<file path="src/rtl/fv_enc_pkg.sv">
// Shared types and defaults for the polynomial pair transmit path.
package fv_enc_pkg;

  localparam int unsigned N_DEF  = 16;
  localparam int unsigned QW_DEF = 64;
  localparam int unsigned UW_DEF = 1;

  typedef logic [QW_DEF-1:0] coeff_p_t;
  typedef logic [UW_DEF-1:0] coeff_u_t;

  typedef enum logic [0:0] {
    ST_IDLE   = 1'b0,
    ST_STREAM = 1'b1
  } tx_state_t;

endpackage

</file>
<file path="src/rtl/poly_pair_streamer_bank.sv">
// One polynomial bank: N coefficients, synchronous write, asynchronous read.
// Contents are never cleared; unwritten entries keep their old values.
module poly_bank #(
  parameter  int unsigned N  = 16,
  parameter  int unsigned W  = 64,
  localparam int unsigned AW = $clog2(N)
) (
  input  logic          i_clk,
  input  logic          i_we,
  input  logic [AW-1:0] i_waddr,
  input  logic [W-1:0]  i_wdata,
  input  logic [AW-1:0] i_raddr,
  output logic [W-1:0]  o_rdata
);

  logic [W-1:0] r_mem [N];

  // Store a coefficient on a write strobe.
  always_ff @(posedge i_clk) begin
    if (i_we) begin
      r_mem[i_waddr] <= i_wdata;
    end
  end

  assign o_rdata = r_mem[i_raddr];

endmodule

</file>
<file path="src/rtl/poly_pair_streamer.sv">
// Ping-pong buffered transmitter of a (p, u) polynomial pair. Two lockstep
// streams, one coefficient per clock, 'last' on coefficient N-1. One bank
// loads while the other streams so consecutive pairs run without a bubble.
module poly_pair_streamer
  import fv_enc_pkg::*;
#(
  parameter  int unsigned N  = N_DEF,
  parameter  int unsigned QW = QW_DEF,
  parameter  int unsigned UW = UW_DEF,
  localparam int unsigned IW = $clog2(N)
) (
  input  logic          i_clk,
  input  logic          i_s_rst,
  input  logic          i_wr_en,
  input  logic          i_wr_sel,
  input  logic [IW-1:0] i_wr_addr,
  input  logic [QW-1:0] i_wr_data,
  input  logic          i_load_done,
  output logic          o_load_rdy,
  output logic          o_load_err,
  output logic [QW-1:0] o_p_data,
  output logic          o_p_vld,
  output logic          o_p_last,
  input  logic          i_p_rdy,
  output logic [UW-1:0] o_u_data,
  output logic          o_u_vld,
  output logic          o_u_last,
  input  logic          i_u_rdy
);

  localparam logic [IW-1:0] IDX_ZERO = IW'(0);
  localparam logic [IW-1:0] IDX_ONE  = IW'(1);
  localparam logic [IW-1:0] IDX_LAST = IW'(N - 1);

  tx_state_t     r_state, w_state_nxt;
  logic [1:0]    r_full, w_full_nxt;
  logic          r_wr_bank, w_wr_bank_nxt;
  logic          r_rd_bank, w_rd_bank_nxt;
  logic [IW-1:0] r_rd_idx, w_rd_idx_nxt;
  logic          r_vld, w_vld_nxt;
  logic          r_last, w_last_nxt;
  logic [QW-1:0] r_p_data, w_p_data_nxt;
  logic [UW-1:0] r_u_data, w_u_data_nxt;
  logic          r_load_rdy;
  logic          r_load_err;

  logic          w_accept, w_last_beat, w_final_acc, w_load_acc, w_wr_acc;
  logic          w_rsel;
  logic [IW-1:0] w_raddr;
  logic [QW-1:0] w_p_rd [2];
  logic [UW-1:0] w_u_rd [2];
  logic [QW-1:0] w_p_sel;
  logic [UW-1:0] w_u_sel;

  assign w_accept    = r_vld & i_p_rdy & i_u_rdy;
  assign w_last_beat = (r_rd_idx == IDX_LAST);
  assign w_final_acc = w_accept & w_last_beat;
  assign w_load_acc  = i_load_done & r_load_rdy;
  assign w_wr_acc    = i_wr_en & r_load_rdy;

  // Two banks, each holding one p polynomial and one u polynomial.
  for (genvar b = 0; b < 2; b++) begin : g_bank
    poly_bank #(.N(N), .W(QW)) u_p_bank (
      .i_clk   (i_clk),
      .i_we    (w_wr_acc && !i_wr_sel && (r_wr_bank == 1'(b))),
      .i_waddr (i_wr_addr),
      .i_wdata (i_wr_data),
      .i_raddr (w_raddr),
      .o_rdata (w_p_rd[b])
    );
    poly_bank #(.N(N), .W(UW)) u_u_bank (
      .i_clk   (i_clk),
      .i_we    (w_wr_acc && i_wr_sel && (r_wr_bank == 1'(b))),
      .i_waddr (i_wr_addr),
      .i_wdata (i_wr_data[UW-1:0]),
      .i_raddr (w_raddr),
      .o_rdata (w_u_rd[b])
    );
  end

  // Address the coefficient that becomes visible after the next edge:
  // coeff 0 of the bank about to start, otherwise rd_idx+1 of the active bank.
  always_comb begin
    w_rsel  = r_rd_bank;
    w_raddr = IDX_ZERO;
    if (r_state == ST_STREAM) begin
      if (w_last_beat) begin
        w_rsel  = ~r_rd_bank;
        w_raddr = IDX_ZERO;
      end else begin
        w_rsel  = r_rd_bank;
        w_raddr = r_rd_idx + IDX_ONE;
      end
    end else begin
      w_rsel  = r_rd_bank;
      w_raddr = IDX_ZERO;
    end
  end

  assign w_p_sel = w_p_rd[w_rsel];
  assign w_u_sel = w_u_rd[w_rsel];

  // Bank ownership: a completed load fills the write bank, a completed stream
  // frees the read bank. Both may happen together since they target different banks.
  always_comb begin
    w_full_nxt    = r_full;
    w_wr_bank_nxt = r_wr_bank;
    if (w_load_acc) begin
      w_full_nxt[r_wr_bank] = 1'b1;
      w_wr_bank_nxt         = ~r_wr_bank;
    end else begin
      w_wr_bank_nxt = r_wr_bank;
    end
    if (w_final_acc) begin
      w_full_nxt[r_rd_bank] = 1'b0;
    end else begin
      w_full_nxt[r_rd_bank] = w_full_nxt[r_rd_bank];
    end
  end

  // Stream FSM: start on a full bank, advance on acceptance, chain into the
  // other bank without a bubble when it is already full.
  always_comb begin
    w_state_nxt   = r_state;
    w_rd_bank_nxt = r_rd_bank;
    w_rd_idx_nxt  = r_rd_idx;
    w_vld_nxt     = r_vld;
    w_last_nxt    = r_last;
    w_p_data_nxt  = r_p_data;
    w_u_data_nxt  = r_u_data;
    case (r_state)
      ST_IDLE: begin
        if (r_full[r_rd_bank]) begin
          w_state_nxt  = ST_STREAM;
          w_rd_idx_nxt = IDX_ZERO;
          w_vld_nxt    = 1'b1;
          w_last_nxt   = 1'b0;
          w_p_data_nxt = w_p_sel;
          w_u_data_nxt = w_u_sel;
        end else begin
          w_vld_nxt  = 1'b0;
          w_last_nxt = 1'b0;
        end
      end
      ST_STREAM: begin
        if (w_accept) begin
          if (w_last_beat) begin
            w_rd_bank_nxt = ~r_rd_bank;
            w_rd_idx_nxt  = IDX_ZERO;
            if (r_full[~r_rd_bank]) begin
              w_vld_nxt    = 1'b1;
              w_last_nxt   = 1'b0;
              w_p_data_nxt = w_p_sel;
              w_u_data_nxt = w_u_sel;
            end else begin
              w_state_nxt  = ST_IDLE;
              w_vld_nxt    = 1'b0;
              w_last_nxt   = 1'b0;
              w_p_data_nxt = {QW{1'b0}};
              w_u_data_nxt = {UW{1'b0}};
            end
          end else begin
            w_rd_idx_nxt = r_rd_idx + IDX_ONE;
            w_last_nxt   = (w_raddr == IDX_LAST);
            w_p_data_nxt = w_p_sel;
            w_u_data_nxt = w_u_sel;
          end
        end else begin
          w_vld_nxt = r_vld;
        end
      end
      default: begin
        w_state_nxt = ST_IDLE;
        w_vld_nxt   = 1'b0;
        w_last_nxt  = 1'b0;
      end
    endcase
  end

  // State, flags and output registers; reset discards any buffered pairs.
  always_ff @(posedge i_clk) begin
    if (i_s_rst) begin
      r_state    <= ST_IDLE;
      r_full     <= 2'b00;
      r_wr_bank  <= 1'b0;
      r_rd_bank  <= 1'b0;
      r_rd_idx   <= IDX_ZERO;
      r_vld      <= 1'b0;
      r_last     <= 1'b0;
      r_p_data   <= {QW{1'b0}};
      r_u_data   <= {UW{1'b0}};
      r_load_rdy <= 1'b1;
      r_load_err <= 1'b0;
    end else begin
      r_state    <= w_state_nxt;
      r_full     <= w_full_nxt;
      r_wr_bank  <= w_wr_bank_nxt;
      r_rd_bank  <= w_rd_bank_nxt;
      r_rd_idx   <= w_rd_idx_nxt;
      r_vld      <= w_vld_nxt;
      r_last     <= w_last_nxt;
      r_p_data   <= w_p_data_nxt;
      r_u_data   <= w_u_data_nxt;
      r_load_rdy <= ~w_full_nxt[w_wr_bank_nxt];
      r_load_err <= (i_wr_en | i_load_done) & ~r_load_rdy;
    end
  end

  assign o_load_rdy = r_load_rdy;
  assign o_load_err = r_load_err;
  assign o_p_data   = r_p_data;
  assign o_p_vld    = r_vld;
  assign o_p_last   = r_last;
  assign o_u_data   = r_u_data;
  assign o_u_vld    = r_vld;
  assign o_u_last   = r_last;

endmodule

</file>
<file path="config.mk">
export PLATFORM = sky130hd
export DESIGN_NAME = poly_pair_streamer
export DESIGN_NICKNAME = d
export VERILOG_FILES = /design/src/rtl/fv_enc_pkg.sv /design/src/rtl/poly_pair_streamer_bank.sv /design/src/rtl/poly_pair_streamer.sv
export SDC_FILE = /design/constraint.sdc
export NUM_CORES = 2
export LEC_CHECK = 0
export CAP_MARGIN = 20
export CORE_MARGIN = 2
export CORE_UTILIZATION = 35
export DETAILED_ROUTE_END_ITERATION = 8
export DONT_BUFFER_PORTS = 1
export PLACE_DENSITY = 0.45
export SKIP_LAST_GASP = 1
export SLEW_MARGIN = 30
export SYNTH_ARGS = -nofsm -noshare
export SYNTH_HDL_FRONTEND = slang
export SYNTH_HIERARCHICAL = 1
export SYNTH_SLANG_ARGS = --single-unit
</file>
<file path="constraint.sdc">
create_clock -name i_clk -period 7.6 [get_ports i_clk]
set_input_delay 1.14 -clock i_clk [delete_from_list [all_inputs] [get_ports i_clk]]
set_output_delay 1.14 -clock i_clk [all_outputs]
set_load 0.02 [all_outputs]
</file>
# Word-level counts from Yosys, hierarchy flattened
# Memory sizes are Yosys's and may differ from the RTL's.
# Index checks and enable logic that the tools add are counted.
# op_classes
add_sub_neg	1
mul	0
div	0
order_cmp	7
eq_ne	5
shift	0
n_mux	58
n_bitwise	16
n_reduce_logical	12
# op_table
operator	n
two-way mux 64 bit	7
case mux 64 bit (2 select lines)	1
two-way mux 1 bit	36
two-way mux 4 bit	4
== test 4 bit (second input constant)	2
logical AND 1 bit	8
< comparator 1 x 2 -> 1 bit (second input constant)	4
case mux 1 bit (2 select lines)	4
case mux 4 bit (2 select lines)	1
bitwise AND 1 bit	6
AND reduction 2 bit	3
NOT 1 bit	5
adder 4 x 1 -> 4 bit (second input constant)	1
two-way mux 2 bit	2
!= test 2 x 1 -> 1 bit (second input constant)	2
bitwise AND 2 bit	1
bitwise mux 2 bit	1
demux 1 bit (select 1 bit)	2
greater-or-equal comparator 1 bit (second input constant)	2
greater-or-equal comparator 2 bit (second input constant)	1
!= test 2 bit (second input constant)	1
NOT 1 -> 2 bit	1
NOT 2 bit	1
bitwise OR 2 bit	1
2 further kinds	2
# totals
regBits	78
latchBits	0
mem_bits_rw	2080
mem_bits_ro	0
in_bits	75
n_memories	4
# memory_table
memory	depth	width	read_ports	rd_clocked_by_memory_dff	wr	line_no	text
g_bank[0].u_p_bank.r_mem	16	64	1	0	1	poly_pair_streamer_bank.sv:16	logic [W-1:0] r_mem [N];
g_bank[1].u_p_bank.r_mem	16	64	1	0	1	poly_pair_streamer_bank.sv:16	
g_bank[0].u_u_bank.r_mem	16	1	1	0	1	poly_pair_streamer_bank.sv:16	
g_bank[1].u_u_bank.r_mem	16	1	1	0	1	poly_pair_streamer_bank.sv:16	

# Logic depth before layout (Yosys ltp)
# depth
depth_word	13
depth_mapped	12
mapped_depth_nobuf	10

# Hierarchy
# The synthesis kept the hierarchy.
# by_module_without_submodules
module	n_inst	cells_per_inst	area_per_inst_um2	seq_area_each_um2
poly_bank (g_bank[0].u_p_bank ...)	2	1583	38300.5	30749.5
poly_pair_streamer	1	303	3766.1	1561.5
poly_bank (g_bank[0].u_u_bank ...)	2	46	725.7	480.5

# Worst setup path after synthesis
# No wires, ideal clock.
# synth_path
kind	input to register
startpoint	input port i_wr_en
endpoint	memory g_bank[1].u_p_bank.r_mem[0][0] (enable)
arrival_time_ns	6.409
setup_slack_ns	0.626
cell_stages	4
path_buffers	0
path_cell_list	nand2_1 nor3b_1 or3b_2 nor3_1
# synth_between
elab_chain_len	5
# synth_rtl
item	line_no	text
start, declared	poly_pair_streamer.sv:14	input logic i_wr_en,
bitwise AND 1 bit	poly_pair_streamer.sv:59	assign w_wr_acc = i_wr_en & r_load_rdy;
logical AND 1 bit (2 in a row)	poly_pair_streamer.sv:65	.i_we (w_wr_acc && !i_wr_sel && (r_wr_bank == 1'(b))),
two-way mux 1 bit	poly_pair_streamer_bank.sv:20	if (i_we) begin
two-way mux 1 bit (implied by the code)	poly_pair_streamer_bank.sv:21	r_mem[i_waddr] <= i_wdata;
end, declared	poly_pair_streamer_bank.sv:16	
# No other way between the ends.

==> impl_metrics.py <==
metrics = {
    "run_status": {
        "status": "finished, final reports clean",
    },
    "routing": {
        "vias_per_cell": 5.44,
        "dr.first_iter.drc_count": 3766,
        "remaining_drc_errors": 0,
        "ant_nets": 0,
        "vias": 37700,
        "wl_per_cell_um": 32.3,
        "dr.pass1.iters": 7,
        "routed_wl_um": 224000,
    },
    "setup_path": {
        "cp.required_ns": 8.26,
        "r2r_setup_slack_ns": 3.44,
        "reg2regPathDepth": 10,
        "r2r-start": "r_rd_idx[0]",
        "worstReg2RegEnd": "o_p_data[27]",
        "worstPathMaxFanout": 92,
        "crit_path_frequent_cell": "buf_12",
        "max_stage_delay_ns": 0.65,
        "cpMaxStageDelayCell": "buf_12",
        "worstPathArrival_ns": 4.82,
        "path_cells": "ha_1 -> and3_1 -> nor3b_2 -> buf_12 -> buf_12 -> mux4_2 -> a22oi_1 -> nand2_1 -> mux2i_1 -> o2bb2ai_2",
        "path_class": "reg2reg",
        "setup.worst_path.start_class": "register",
        "end_kind": "register",
    },
    "power_and_ir_drop": {
        "powerDensity_nw_per_um2": 269,
        "seq_power_share_pct": 52.5,
        "clkPwrFrac_pct": 43.8,
        "p_int_w": 0.0199,
        "switching_share_pct": 21.1,
        "p_comb_share_pct": 3.7,
        "vdd_ir_drop_max_uv": 182,
        "leakage_nw": 28.4,
        "p_sw_w": 0.00531,
    },
    "logic_synthesis": {
        "syn_area_per_cell_sq_um": 23.0,
        "synth-edff-count": 2080,
        "synth_fp_nets": 3637,
        "yosys-top-cells-area": "edfxtp_1 76%, mux4_2 14%, a22oi_1 2.3%",
        "synth_cell_types": 43,
        "async_flop_share_pct": 0,
        "synth_commonest_cells": "2080 x edfxtp_1, 512 x mux4_2, 256 x a22oi_1",
        "seq_area_frac_synth_pct": 78.2,
        "ys_seq_elements": 2158,
        "syn_area_sq_um": 81800,
        "synth.most_common_cell": "edfxtp_1",
        "synth_warnings": 6,
        "yosysTopAreaCell": "edfxtp_1",
        "synth_top_cell_area_share_pct": 76.3,
        "synth-main-ff-cell": "edfxtp_1",
        "synthesis.instances": 3561,
    },
    "clock_tree": {
        "root_buffer": "clkbuf_16",
        "cts_tree": "built",
        "hold_buffers": 0,
        "cts_resized": 0,
        "numClockSinks": 2158,
        "clk_latency_ns": 0.89,
        "htreeDepth": 4,
        "cts_buffers": 228,
        "cts_setup_buffers": 0,
        "cts_buffer_depth": 3,
        "clkTransAtPathRegs_ns": 0.06,
    },
    "job": {
        "drv_cap": 0,
    },
    "final_layout": {
        "area_growth_pct": 14.2,
        "n_fill_cell": 20400,
        "drive_above_1_share_pct": 26.3,
        "nets": 3758,
        "multiInputGateArea_sq_um": 17000,
        "seqCellArea_sq_um": 64000,
        "stdcell_count": 6928,
    },
    "worst_hold_path": {
        "min-delay-start": "i_s_rst",
        "whs_path_depth": 1,
        "hold_end": "r_full[1]",
        "worstHoldPathType": "in2reg",
    },
    "global_route": {
        "grt_pass1_vias": 39900,
        "grt_remaining_overflow": 0,
        "antenna_found_initial": 2,
        "grt_first_pass_wirelength_um": 314000,
        "grt.total_usage_pct": 18.8,
        "grt_max_degree": 120,
    },
    "floorplan": {
        "die_y_um": 487,
        "core_sq_um": 233000,
        "die_area_sq_um": 238000,
        "start_util_pct": 35.2,
        "io_pins": 146,
        "die_width_um": 487,
        "num_rows": 177,
    },
    "timing": {
        "hold_viol": 0,
        "grt_setup_unrepaired": "false",
        "fin_crit_sh_pct": 54.7,
        "setup_viol": 0,
        "tightest_slew_ns": 1.06,
        "period_needed_ns": 4.16,
        "fin_setup_tns_ns": 0,
        "drv_slew": 0,
        "slew_headroom_pct": 29.0,
        "clock_skew_ns": 0.0927,
        "layout_setup_ws_ns": 3.44,
        "fmax_mhz": 240,
    },
    "place": {
        "dp_slack_ns": 3.20,
        "portBuffers": 0,
        "place.gp.congestion": 0.686,
        "placed_cells": 6494,
        "detailed_place_hpwl_um": 104000,
    },
}
[how the worst max path moves through the flow]
| stage | cells after the start | end | from |
|---|---|---|---|
| global route | 10 | o_p_data[29] | r_rd_idx[0] |
| floorplan | 4 | g_bank[1].u_p_bank/r_mem[0][0] | i_wr_en |
| detailed placement | 11 | o_p_data[10] | r_rd_idx[0] |
| finish | 10 | o_p_data[27] | r_rd_idx[0] |
| CTS | 11 | o_p_data[10] | r_rd_idx[0] |
| global placement | 11 | o_p_data[10] | r_rd_idx[0] |
[power groups by stage]
stage | logic, W | clock network [W] | registers [W]
CTS | 0.000956 | 0.0113 | 0.0132
finish | 0.000931 | 0.0110 | 0.0132
global placement | 0.000947 | 0 | 0.0135
global route | 0.00101 | 0.0117 | 0.0132
detailed placement | 0.000953 | 0 | 0.0135
floorplan | 0.000762 | 0 | 0.0134
[state kept, by name (all words and copies together), names as in the netlist]
register	flops
o_p_vld	1
r_state	1
r_full	2
g_bank.u_p_bank/r_mem	2048
o_p_last	1
r_rd_idx	4
o_u_data	1
g_bank.u_u_bank/r_mem	32
r_wr_bank	1
o_p_data	64
r_rd_bank	1
o_load_err	1
o_load_rdy	1
[placed cells by master (no fill, tap or decap), drive strengths merged, types with 2 or more instances in the layout]
cell and n:
nand2 142, clkinv 101, dfxtp 78, xor2 4
o211a 2, or3b 4, nor3b 3, a21oi 4
edfxtp 2080, clkinvlp 4, nand2b 9, nor3 19
nor2b 6, clkbuf 304, nand3b 8, nor2 58
o21ai 2, mux4 520, mux2i 75, buf 87
inv 8, o2bb2ai 65, nand3 7, and3 2
bufinv 18, a311oi 2, and2 4, a22oi 256
[through the flow]
step,power (W),instance area (sq um),hold slack (ns),util (%)
floorplan,0.0142,81800,0.480,-
global placement,0.0144,85800,0.494,36.9
detailed placement,0.0144,85900,0.508,36.9
CTS,0.0255,93400,0.257,40.2
global route,0.0260,93400,0.274,40.2
finish,0.0252,93400,0.348,40.2
[critical path: cells and delay by family, from the launching register on]
family                   cells  cell delay, ns
buffers and inverters        2            1.30
AND/OR/NAND/NOR              3            0.76
flip-flops                   1            0.37
AO/OA/AOI/OAI                2            0.31
adder cells (fa/ha/maj)      1            0.27
multiplexers                 2            0.76
[per-layer routing]
| metal | global-route usage (%) | routed length (um) |
|---|---|---|
| met5 | 0 | 0 |
| met4 | 3.78 | 3400 |
| met3 | 4.42 | 14800 |
| met2 | 29.6 | 105000 |
| met1 | 26.9 | 101000 |
[cells by family after synthesis]
family                     count (synthesis)  synth area share (%)
adders and majority gates                  1                0.0153
muxes                                    595                  15.3
and+or+nand+nor                          266                  1.42
DFF                                     2158                  78.2
AOI/OAI and AO/OA                        338                  3.59
xor gates and xnor gates                   4                0.0520
buffers and inverters                    199                  1.41
[layout make-up]
type	count	area share, %
Clock buffer	304	6.53
Sequential cell	2158	68.5
Antenna cell	1	0.00268
Tap cell	3043	4.08
Inverter	3	0.0121
Multi-Input combinational cell	1204	18.2
Clock inverter	128	1.45
Timing Repair Buffer	87	1.23
Power figures use the tool's default switching activity.
